**config.mk**
```make
export PLATFORM = sky130hd
export DESIGN_NAME = ex_div_unit_flat
export DESIGN_NICKNAME = d
export VERILOG_FILES = /design/src/rtl/ex_div_unit_if.sv /design/src/rtl/ex_div_unit.sv /design/src/flat_wrapper.sv
export SDC_FILE = /design/constraint.sdc
export NUM_CORES = 1
export LEC_CHECK = 0
export BUFFER_PORTS_ARGS = -buffer_cell sky130_fd_sc_hd__buf_2
export CORE_MARGIN = 2
export CORE_UTILIZATION = 54
export CTS_CLUSTER_DIAMETER = 80
export CTS_CLUSTER_SIZE = 10
export DETAILED_ROUTE_END_ITERATION = 10
export PLACE_DENSITY = 0.89
export SYNTH_ARGS = -nofsm -noshare
export SYNTH_HDL_FRONTEND = slang
export SYNTH_SLANG_ARGS = --single-unit
export TNS_END_PERCENT = 5
```
**constraint.sdc**
```tcl
create_clock -name clk -period 3.2 [get_ports clk]
set_input_delay 0.64 -clock clk [delete_from_list [all_inputs] [get_ports clk]]
set_output_delay 0.64 -clock clk [all_outputs]
set_load 0.02 [all_outputs]
```
**src/rtl/ex_div_unit_if.sv**
```systemverilog
// Request/response bundle for ex_div_unit: divide request in, quotient/remainder out.
interface ex_div_unit_if #(parameter int WIDTH = 32);
  logic             in_valid;
  logic             in_ready;
  logic             in_signed;
  logic [WIDTH-1:0] x;
  logic [WIDTH-1:0] y;
  logic             flush;
  logic             out_valid;
  logic             out_ready;
  logic [WIDTH-1:0] quot;
  logic [WIDTH-1:0] rem;
  logic             div_by_zero;
  logic             busy;

  modport master (
    output in_valid, in_signed, x, y, flush, out_ready,
    input  in_ready, out_valid, quot, rem, div_by_zero, busy
  );

  modport slave (
    input  in_valid, in_signed, x, y, flush, out_ready,
    output in_ready, out_valid, quot, rem, div_by_zero, busy
  );
endinterface

```
**src/rtl/ex_div_unit.sv**
```systemverilog
// Iterative restoring divider, one quotient bit per clock, signed/unsigned,
// fixed WIDTH-cycle latency, divide-by-zero shortcut and flush abort.
module ex_div_unit #(
  parameter int WIDTH = 32
) (
  input  logic         clk,
  input  logic         reset,
  ex_div_unit_if.slave dv
);
  localparam int CW = $clog2(WIDTH);

  typedef enum logic [1:0] {IDLE, CALC, DONE} state_t;

  state_t           state;
  logic [CW-1:0]    cnt;
  logic [WIDTH-1:0] acc_q, acc_r, dvsr, last_q, last_r;
  logic             neg_q, neg_r, dbz, out_valid_q, busy_q;
  logic [WIDTH:0]   trial;
  logic [WIDTH-1:0] x_mag, y_mag, res_q, res_r;
  logic             accept, deliver;

  always_comb begin
    x_mag = (dv.in_signed && dv.x[WIDTH-1]) ? -dv.x : dv.x;
    y_mag = (dv.in_signed && dv.y[WIDTH-1]) ? -dv.y : dv.y;
    // partial remainder stays below the divisor, so one extra bit covers the shift
    trial = {acc_r, acc_q[WIDTH-1]} - {1'b0, dvsr};
    res_q = neg_q ? -acc_q : acc_q;
    res_r = neg_r ? -acc_r : acc_r;
  end

  assign accept  = dv.in_valid & dv.in_ready & ~dv.flush;
  assign deliver = out_valid_q & dv.out_ready;

  assign dv.in_ready    = (state == IDLE) & ~reset;
  assign dv.out_valid   = out_valid_q;
  assign dv.busy        = busy_q;
  // idle shows the last delivered result; a flushed result never gets there
  assign dv.quot        = out_valid_q ? res_q : last_q;
  assign dv.rem         = out_valid_q ? res_r : last_r;
  assign dv.div_by_zero = out_valid_q & dbz;

  always_ff @(posedge clk) begin
    if (reset) begin
      state       <= IDLE;
      cnt         <= '0;
      acc_q       <= '0;
      acc_r       <= '0;
      dvsr        <= '0;
      last_q      <= '0;
      last_r      <= '0;
      neg_q       <= 1'b0;
      neg_r       <= 1'b0;
      dbz         <= 1'b0;
      out_valid_q <= 1'b0;
      busy_q      <= 1'b0;
    end else if (dv.flush) begin
      state       <= IDLE;
      out_valid_q <= 1'b0;
      busy_q      <= 1'b0;
    end else begin
      case (state)
        IDLE: if (accept) begin
          busy_q <= 1'b1;
          if (dv.y == '0) begin
            acc_q       <= '1;
            acc_r       <= dv.x;
            neg_q       <= 1'b0;
            neg_r       <= 1'b0;
            dbz         <= 1'b1;
            out_valid_q <= 1'b1;
            state       <= DONE;
          end else begin
            acc_q <= x_mag;
            acc_r <= '0;
            dvsr  <= y_mag;
            neg_q <= dv.in_signed & (dv.x[WIDTH-1] ^ dv.y[WIDTH-1]);
            neg_r <= dv.in_signed & dv.x[WIDTH-1];
            dbz   <= 1'b0;
            cnt   <= CW'(WIDTH - 1);
            state <= CALC;
          end
        end
        CALC: begin
          acc_q <= {acc_q[WIDTH-2:0], ~trial[WIDTH]};
          acc_r <= trial[WIDTH] ? {acc_r[WIDTH-2:0], acc_q[WIDTH-1]} : trial[WIDTH-1:0];
          cnt   <= cnt - 1'b1;
          if (cnt == '0) begin
            state       <= DONE;
            out_valid_q <= 1'b1;
          end
        end
        DONE: if (deliver) begin
          last_q      <= res_q;
          last_r      <= res_r;
          out_valid_q <= 1'b0;
          busy_q      <= 1'b0;
          state       <= IDLE;
        end
        default: state <= IDLE;
      endcase
    end
  end
endmodule

```
**src/flat_wrapper.sv**
```systemverilog
// flat-port wrapper written by rule: the top's interface ports become plain ports
module ex_div_unit_flat 
#(
  parameter int WIDTH = 32
)
  (clk, reset, dv_in_valid, dv_in_signed, dv_x, dv_y, dv_flush, dv_out_ready, dv_in_ready, dv_out_valid, dv_quot, dv_rem, dv_div_by_zero, dv_busy);
  ex_div_unit_if #(.WIDTH(WIDTH)) dv_i ();
  input  logic clk;
  input  logic reset;
  input wire logic [$bits(dv_i.in_valid)-1:0] dv_in_valid;
  input wire logic [$bits(dv_i.in_signed)-1:0] dv_in_signed;
  input wire logic [$bits(dv_i.x)-1:0] dv_x;
  input wire logic [$bits(dv_i.y)-1:0] dv_y;
  input wire logic [$bits(dv_i.flush)-1:0] dv_flush;
  input wire logic [$bits(dv_i.out_ready)-1:0] dv_out_ready;
  output wire logic [$bits(dv_i.in_ready)-1:0] dv_in_ready;
  output wire logic [$bits(dv_i.out_valid)-1:0] dv_out_valid;
  output wire logic [$bits(dv_i.quot)-1:0] dv_quot;
  output wire logic [$bits(dv_i.rem)-1:0] dv_rem;
  output wire logic [$bits(dv_i.div_by_zero)-1:0] dv_div_by_zero;
  output wire logic [$bits(dv_i.busy)-1:0] dv_busy;
  assign dv_i.in_valid = dv_in_valid;
  assign dv_i.in_signed = dv_in_signed;
  assign dv_i.x = dv_x;
  assign dv_i.y = dv_y;
  assign dv_i.flush = dv_flush;
  assign dv_i.out_ready = dv_out_ready;
  assign dv_in_ready = dv_i.in_ready;
  assign dv_out_valid = dv_i.out_valid;
  assign dv_quot = dv_i.quot;
  assign dv_rem = dv_i.rem;
  assign dv_div_by_zero = dv_i.div_by_zero;
  assign dv_busy = dv_i.busy;
  ex_div_unit #(.WIDTH(WIDTH)) u_core (.clk(clk), .reset(reset), .dv(dv_i));
endmodule
```
* After elaboration in Yosys (flattened, before gate mapping)
Index checks and enable logic that the tools add are counted.
** Storage, ports and cells
- Flip-flop bits (word level) :: 172
- Bits in latches :: 0
- Bits in writable memories :: 0
- Memory bits (read-only) :: 0
- Bits of input ports :: 70
- Logic and storage cells :: 85
- Memories :: 0
** Operators by class
- $add $sub $neg :: 6
- Multipliers :: 0
- Divide/modulo/power cells :: 0
- Order comparisons :: 0
- Equality and inequality tests :: 7
- Shift-type cells :: 0
- Muxes and demuxes :: 31
- Bitwise logic cells :: 12
- Reduce and logical (&&, ||, !) cells :: 17
** Operator list (number)
- 2-to-1 mux 32 bit :: 11
- negator 32 bit :: 4
- case mux 32 bit (2 select lines) :: 2
- subtractor 33 x 32 -> 33 bit :: 1
- zero test 32 bit :: 1
- AND reduction 3 bit :: 5
- 2-to-1 mux 5 bit :: 2
- case mux 5 bit (2 select lines) :: 1
- 2-to-1 mux 1 bit :: 8
- 2-to-1 mux 2 bit :: 4
- AND reduction 4 bit :: 2
- bitwise AND 1 bit :: 7
- != test 2 x 1 -> 1 bit (second input constant) :: 3
- case mux 2 bit (3 select lines) :: 1
- zero test 5 bit :: 1
- AND reduction 5 bit :: 1
- subtractor 5 x 1 -> 5 bit (second input constant) :: 1
- != test 2 bit (second input constant) :: 2
- inverter 1 bit :: 4
- nonzero test 2 bit :: 2
- case mux 1 bit (3 select lines) :: 1
- nonzero test 3 bit :: 1
- equality test 2 x 1 -> 1 bit (second input constant) :: 1
- equality test 2 bit (second input constant) :: 1
- 5 further kinds :: 6

* Logic depth before layout (Yosys ltp)
Gate-level depths: netlist of the first run.
- Depth after elaboration :: 6
- Mapped depth :: 14

* Worst setup path after synthesis of the first run
Ideal clock, no wire load.
- Kind :: reg-to-output
- From :: reg u_core.acc_r[13]
- To :: out dv_rem[31]
- Arrival time :: 3125 ps
- Setup slack :: -565 ps
- Cell stages (with the launch flop) :: 9
- Buffers on the path :: 0
- Cells stage by stage :: dfxtp_1 -> or4_4 -> or4_1 -> nand2b_4 -> or4_4 -> or4_4 -> o31ai_1 -> xor2_1 -> a21oi_1
** On the way
- Word-level cells in the longest chain between the ends :: 3
** RTL lines
- from (decl) :: line ex_div_unit.sv:16 : logic [WIDTH-1:0] acc_q, acc_r, dvsr, last_q, last_r;
- from (signal assigned) :: line ex_div_unit.sv:66 : acc_r <= dv.x;
- from (signal assigned) :: line ex_div_unit.sv:85 : acc_r <= trial[WIDTH] ? {acc_r[WIDTH-2:0], acc_q[WIDTH-1]} : trial[WIDTH-1:0];
- negator 32 bit :: line ex_div_unit.sv:28 : res_r = neg_r ? -acc_r : acc_r;
- 2-to-1 mux 32 bit :: line ex_div_unit.sv:28
- 2-to-1 mux 32 bit :: line ex_div_unit.sv:39 : assign dv.rem = out_valid_q ? res_r : last_r;
- to (decl) :: line flat_wrapper.sv:19 : output wire logic [$bits(dv_i.rem)-1:0] dv_rem;
Every way passes these cells.

* Final worst setup path of the first run
- From :: reg u_core.acc_r[6]
- To :: out dv_rem[29]
The elaborated chain is that of the path after synthesis.

==> results of run 1 <==
[synthesized netlist by cell type (all sizes together), types with 6 or more instances]
master / number
o211ai: 13
nand2: 114
o21a: 6
a31oi: 10
a311oi: 9
dfxtp: 172
a21oi: 168
xnor2: 55
ha: 38
mux2: 22
a211oi: 92
o41ai: 17
or2: 7
nor4: 12
and3: 6
xor2: 88
nor2: 218
and2: 10
nand3: 24
inv: 58
nor3: 17
mux2i: 12
o31ai: 31
or4: 16
o21ai: 87
a221oi: 19
a21o: 12
o221ai: 29
nor2b: 13
clkbuf: 103
or3: 17
[cells by family (layout without fill, tap and decap cells)]
| group | after synthesis | after routing | synth area share [%] |
|---|---|---|---|
| and+or+nand+nor | 481 | 481 | 18.9 |
| adders and majority gates | 39 | 39 | 4.21 |
| AOI/OAI and AO/OA | 516 | 516 | 28.5 |
| xor gates and xnor gates | 143 | 143 | 10.7 |
| muxes | 34 | 34 | 3.16 |
| buffers and inverters | 166 | 423 | 5.30 |
| DFF | 172 | 172 | 29.3 |
[metal layers]
| layer | vias up | share of wire (%) |
|---|---|---|
| met5 | - | 0 |
| met4 | 0 | 5.4 |
| met3 | 185 | 9.3 |
| met2 | 791 | 45 |
| met1 | 6162 | 40 |
| li1 | 6105 | - |
[worst max-delay path by stage]
stage                      from     endpoint  slack (ns)  cells after the start
5_1_grt        u_core.acc_q[10]  dv_quot[28]       -1.09                     10
3_3_place_gp   u_core.acc_q[10]  dv_quot[30]       -0.46                      9
4_1_cts        u_core.acc_r[13]   dv_rem[29]       -0.97                      9
2_1_floorplan  u_core.acc_r[13]   dv_rem[29]       -0.45                      8
3_5_place_dp    u_core.acc_r[6]   dv_rem[27]       -0.57                      9
6_report        u_core.acc_r[6]   dv_rem[29]       -1.01                      9
[final cells by class]
cell class	instances	area [µm²]	share of cell area (%)
clock inverters	15	171	1.14
flip-flops and latches	172	3450	22.9
multi-input cells	1213	8170	54.2
well taps	275	344	2.28
clock buffers	17	425	2.82
inverters	58	218	1.44
repair buffers	333	2300	15.2
[critical path, stage by stage, from the launching register on]
cell	delay, ns
dfxtp_1	0.32
or4_4	0.56
nor4_4	0.17
or3b_4	0.43
or4_4	0.43
or4_4	0.48
o41ai_4	0.30
xnor2_2	0.14
a21oi_2	0.15
buf_6	0.13
[timing repair]
| item | in CTS | in global routing |
|---|---|---|
| gates resized for setup | 46 | 55 |
| buffers inserted | 2 | 2 |
| pin swaps | 21 | 17 |
| endpoints found under the setup margin | 61 | 73 |
[flip-flops by register name, summed over array words and instances, names as in the netlist]
signal               flops
u_core.acc_q            32
u_core.acc_r            32
u_core.dvsr             32
u_core.last_q           32
u_core.last_r           32
u_core.cnt               5
u_core.state             2
u_core.dbz               1
u_core.dv.busy           1
u_core.dv.out_valid      1
u_core.neg_q             1
u_core.neg_r             1
[cell usage in the layout, fill, tap and decap left out, types with 11 or more instances in the layout]
cell type    n
buf_2      125
o221ai_1    29
o21ai_0     75
nor3_1      16
a221oi_2    14
mux2i_1     12
mux2_2      21
clkbuf_16   17
xor2_1      80
nand2_1    112
o211ai_1    13
dfxtp_1    170
nand3_1     24
nor2b_1     12
a211oi_1    91
nor2_1     215
a21oi_1    163
ha_1        38
xnor2_1     51
o41ai_1     11
nor4_1      11
inv_1       58
buf_4      195
a21o_1      12
o31ai_1     22
[report_power, final]
| group | leakage, nW | switching [mW] | total (mW) | internal [mW] |
|---|---|---|---|---|
| Clock | 0.290 | 1.03 | 2.15 | 1.12 |
| Sequential | 1.40 | 0.0943 | 2.32 | 2.23 |
| Combinational | 4.43 | 1.39 | 2.55 | 1.16 |
| Total | 6.12 | 2.52 | 7.02 | 4.51 |
==> summary.txt, run 1 <==
Global route
  • GRT Total Usage: about a third
  • Met1 Use GR: 43.6%
  • Vias in the first global route: 12200
  • Grt met3 use: under 10%
  • Global route total overflow: 0
  • Largest net degree at the start of global routing: 83
  • Initial antenna violation count: 0
  • Grt met2 use: 54.4%
  • GRT Max-Usage Layer: met2
  • First-pass GRT wire length: 61.6 mm

Clocking
  • Clock slew at the register clock pins of the worst setup and hold paths: 0.07 ns
  • Hold buffers post-CTS: 0
  • Total CTS buffers: 17
  • Clock Sinks: 172
  • CTS tree: built
  • H-tree depth: 4
  • Clk_lat worst skew: around 0.45 ns
  • CTS Root Cell: clkbuf_16
  • Worst-case clock buffer depth: 2

Placed design
  • Post-place setup slack: -0.566 ns
  • Placed Cells: between 2000 and 2500
  • DP Wirelength: 28.3 mm
  • I/O Buffers: 137
  • Final Wtd Congestion: 0.955
  • Placement Cell Area: between 0.01 and 0.015 mm²

Worst setup path
  • Cell count of the worst reg-to-reg path: 13
  • Worst r2r dst: u_core.acc_r[10]
  • Reg-to-reg startpoint: u_core.acc_r[6]
  • Worst-path fanout max: 3
  • CP startpoint kind: register
  • Arr. time, crit path: 3.57 ns
  • CP Capture Type: output pin
  • Critical path type: register to output pin
  • WP data required: ~2.6 ns
  • Setup slack, reg-to-reg: -0.31 ns

Route
  • DRC viols: 0
  • First-pass iteration count of the detailed router: 7
  • WL final: 40.4 mm
  • Iteration-0 DRC Markers: 1747
  • Vias per cell: between 6 and 7
  • DR vias: 13200
  • Post-DR wirelength/cell: 19.4 µm
  • Antenna viol nets, final: 0

Floorplan
  • DIE WIDTH: 152 µm
  • Io pins: 138
  • Initial Util: 55.4%
  • Core area: approximately 0.021 mm²
  • Die area: between 0.02 and 0.025 mm²
  • # rows: 53
  • Die H: 152 µm

Outcome
  • Failing checks: setup timing
  • Result of the run: finished, violations left

Hold path
  • Hold Path Sink: u_core.last_r[0]
  • Hold crit path type: register to register
  • Hold path depth: 2
  • Hold_sp: u_core.last_r[0]

Logic synthesis
  • Mapped Nets: 1660
  • Largest cells by area after synthesis: dfxtp_1, a21oi_1, nor2_1, xor2_1, a211oi_1
  • Synth warn: 0
  • Synth cell types: 68
  • Ys async rst share: 0%
  • Post-Synthesis Cells: 1551
  • Post-synthesis sequential area ratio: 29.3%
  • Post-Syn Area per Cell: around 7.6 µm²
  • Cell taking the most area after synthesis: dfxtp_1
  • Post-synth EDFFs: 0
  • Top FF cell, synth: dfxtp_1
  • Synthesized area: 0.0118 mm²
  • FF+latch count, synth: 172
  • Top cell type's share of synthesized area: 29.3%

Cells and area
  • Fraction of layout cells with a size suffix above 1: 26.4%
  • Final nets: ~1900
  • Final Util: 71.0%
  • Fillers: about 1500
  • Final Instance Area: 0.0151 mm²
  • Layout area overhead: 28.2%
  • Non-Filler Instances: 2083
  • Inserted Diodes: 0

STA
  • Endpoints failing hold: 0
  • Slew Limit Fails: 0
  • Fin Hold WS: between 0.4 and 0.5 ns
  • Fmax: 0.237 GHz
  • Worst relative slew slack: 34.1%
  • Post-Route Setup TNS: -23.58 ns
  • Tightest Pin Transition: slightly below 1 ns
  • Clock Skew: 0.0158 ns
  • Period minus WS final: 4.21 ns
  • Crit share post-route: 132%
  • Worst Slack Setup Final: -1.01 ns
  • RSZ-0062 raised after global routing: true
  • Setup-failing EPs final: 61

Power
  • LEAKAGE: 6.12 nW
  • Peak supply drop: 0.321 mV
  • Pwr Total: between 7 and 8 mW
  • PD cells: 466 mW/mm²

Run
  • Max-cap violations: 0
Power figures use the tool's default switching activity.
==> run 2: changes to the inputs <==
- MAX_ROUTING_LAYER: unset -> met4
==> summary.txt, run 2 (synthesis results as in run 1) <==
STA
  • Crit share post-route: 132%
  • Post-Route Setup TNS: -24.38 ns
  • Setup-failing EPs final: 62
  • Worst relative slew slack: 37.9%
  • Fmax: 0.236 GHz
  • Period minus WS final: 4.23 ns
  • Worst Slack Setup Final: -1.03 ns
  • Tightest Pin Transition: between 0.9 and 1 ns
  • Endpoints failing hold: 0
  • Fin Hold WS: about 0.47 ns
  • Clock Skew: 0.0141 ns
  • RSZ-0062 raised after global routing: true
  • Slew Limit Fails: 0

Worst setup path
  • Critical path type: register to output pin
  • CP startpoint kind: register
  • CP Capture Type: output pin
  • Arr. time, crit path: about 3.6 ns
  • WP data required: roughly 2.6 ns
  • Worst-path fanout max: 3

Power
  • Sw frac: 35.3%
  • Clock network power share: 30.6%
  • Peak supply drop: 0.240 mV
  • Combinational power share: 35.9%
  • LEAKAGE: just over 6 nW
  • Sw power: 2.44 mW
  • Share of power burned in registers: roughly 33%
  • PD cells: roughly 460 mW/mm²
  • Int Pwr: 4.49 mW

Clocking
  • H-tree depth: 4
  • Hold buffers post-CTS: 0
  • Worst-case clock buffer depth: 2
  • Clock Sinks: 172
  • Clk_lat worst skew: between 0.4 and 0.5 ns
  • CTS tree: built
  • Total CTS buffers: 17
  • Clock slew at the register clock pins of the worst setup and hold paths: about 0.07 ns
  • CTS Root Cell: clkbuf_16

Outcome
  • Failing checks: setup timing
  • Result of the run: finished, violations left

Hold path
  • Hold crit path type: register to register

Global route
  • Largest net degree at the start of global routing: 85
  • GRT Total Usage: 34.8%
  • Initial antenna violation count: 1
  • Global route total overflow: 0
  • First-pass GRT wire length: 61.9 mm
  • Vias in the first global route: 12200

Floorplan
  • DIE WIDTH: ~150 µm
  • Io pins: 138
  • Core area: 0.0212 mm²
  • Initial Util: a little under three fifths
  • Die H: around 150 µm
  • Die area: around 0.023 mm²
  • # rows: 53

Route
  • Antenna viol nets, final: 0
  • DRC viols: 0
  • WL final: ~40 mm
  • DR vias: 13200
  • Iteration-0 DRC Markers: 1735
  • First-pass iteration count of the detailed router: 6
  • Vias per cell: 6.34
  • Post-DR wirelength/cell: between 15 and 20 µm

Placed design
  • DP Wirelength: between 20 and 30 mm
  • Post-place setup slack: -0.524 ns
  • I/O Buffers: between 100 and 150
  • Final Wtd Congestion: 1.01

Cells and area
  • Final nets: 1907
  • Layout area overhead: 27.7%
  • Fraction of layout cells with a size suffix above 1: 25.9%
  • Most frequent cells in the layout: nor2_1, buf_4, dfxtp_1
  • Most common cell after layout, fill and taps aside: nor2_1

Run
  • Max-cap violations: 0
-- run 2: cell types whose count changed in the layout (fill, tap and decap cells not counted), sizes merged --
cell and delta:
clkinvlp +1, clkbuf +1, buf +3, clkinv -1, diode +1, inv -1
-- run 2: through the flow --
stage               util (%)  area, µm²  total power, mW  std cells
global placement        65.6      13900             4.56       2041
global route            70.7      15000             7.20       2087
detailed placement      65.6      13900             4.61       2041
finish                  70.7      15000             6.93       2087
floorplan                  -      11800             3.76       1551
CTS                     70.2      14900             6.79       2083
-- run 2: cell type report --
cell class,count,area (µm²)
antenna,1,2.50
clock buffer,18,439
clock inverter,14,153
fill,1585,6210
inverter,58,218
multi-input combinational,1213,8080
sequential,172,3450
tap,275,344
timing repair buffer,336,2320
-- run 2: worst max-delay path, cell delays in order, from the launching register on --
cell and delay, ns:
dfxtp_2 0.33, or4_4 0.55, or3_4 0.41, or2_4 0.27, or3_4 0.35, or3_4 0.37, buf_6 0.15, o21ai_1 0.15
xor2_1 0.26, a21oi_1 0.12, buf_2 0.19
-- run 2: power by group through the flow --
stage / Combinational (mW) / Clock (mW) / Sequential (mW)
floorplan: 1.41 / 0 / 2.35
global placement: 2.21 / 0 / 2.35
detailed placement: 2.26 / 0 / 2.35
CTS: 2.38 / 2.10 / 2.31
global route: 2.69 / 2.19 / 2.32
finish: 2.49 / 2.12 / 2.32
-- run 2: repair_timing --
action,CTS,global route
resized for setup,66,23
endpoints found under the hold margin,0,0
pin swaps,31,13
buffers inserted,10,3
setup endpoints to repair,57,75
-- run 2: final timing paths --
kind,from,endpoint,slack [ns],cells past startpoint
setup reg to reg,u_core.acc_r[13],u_core.last_r[27],-0.42,14
hold reg to reg,u_core.dv.busy,u_core.dv.busy,0.47,2
setup / recovery,u_core.acc_q[13],dv_quot[24],-1.03,10
hold / removal,u_core.dv.busy,u_core.dv.busy,0.47,2
-- run 2: layer usage --
layer	up-vias	part of all wire [%]	track usage (%)	wire, µm
met5	-	0	-	0
met4	0	5.4	18.5	2200
met3	190	9.1	4.91	3660
met2	835	45	54.2	18100
met1	6083	41	44.0	16400
li1	6116	-	-	-
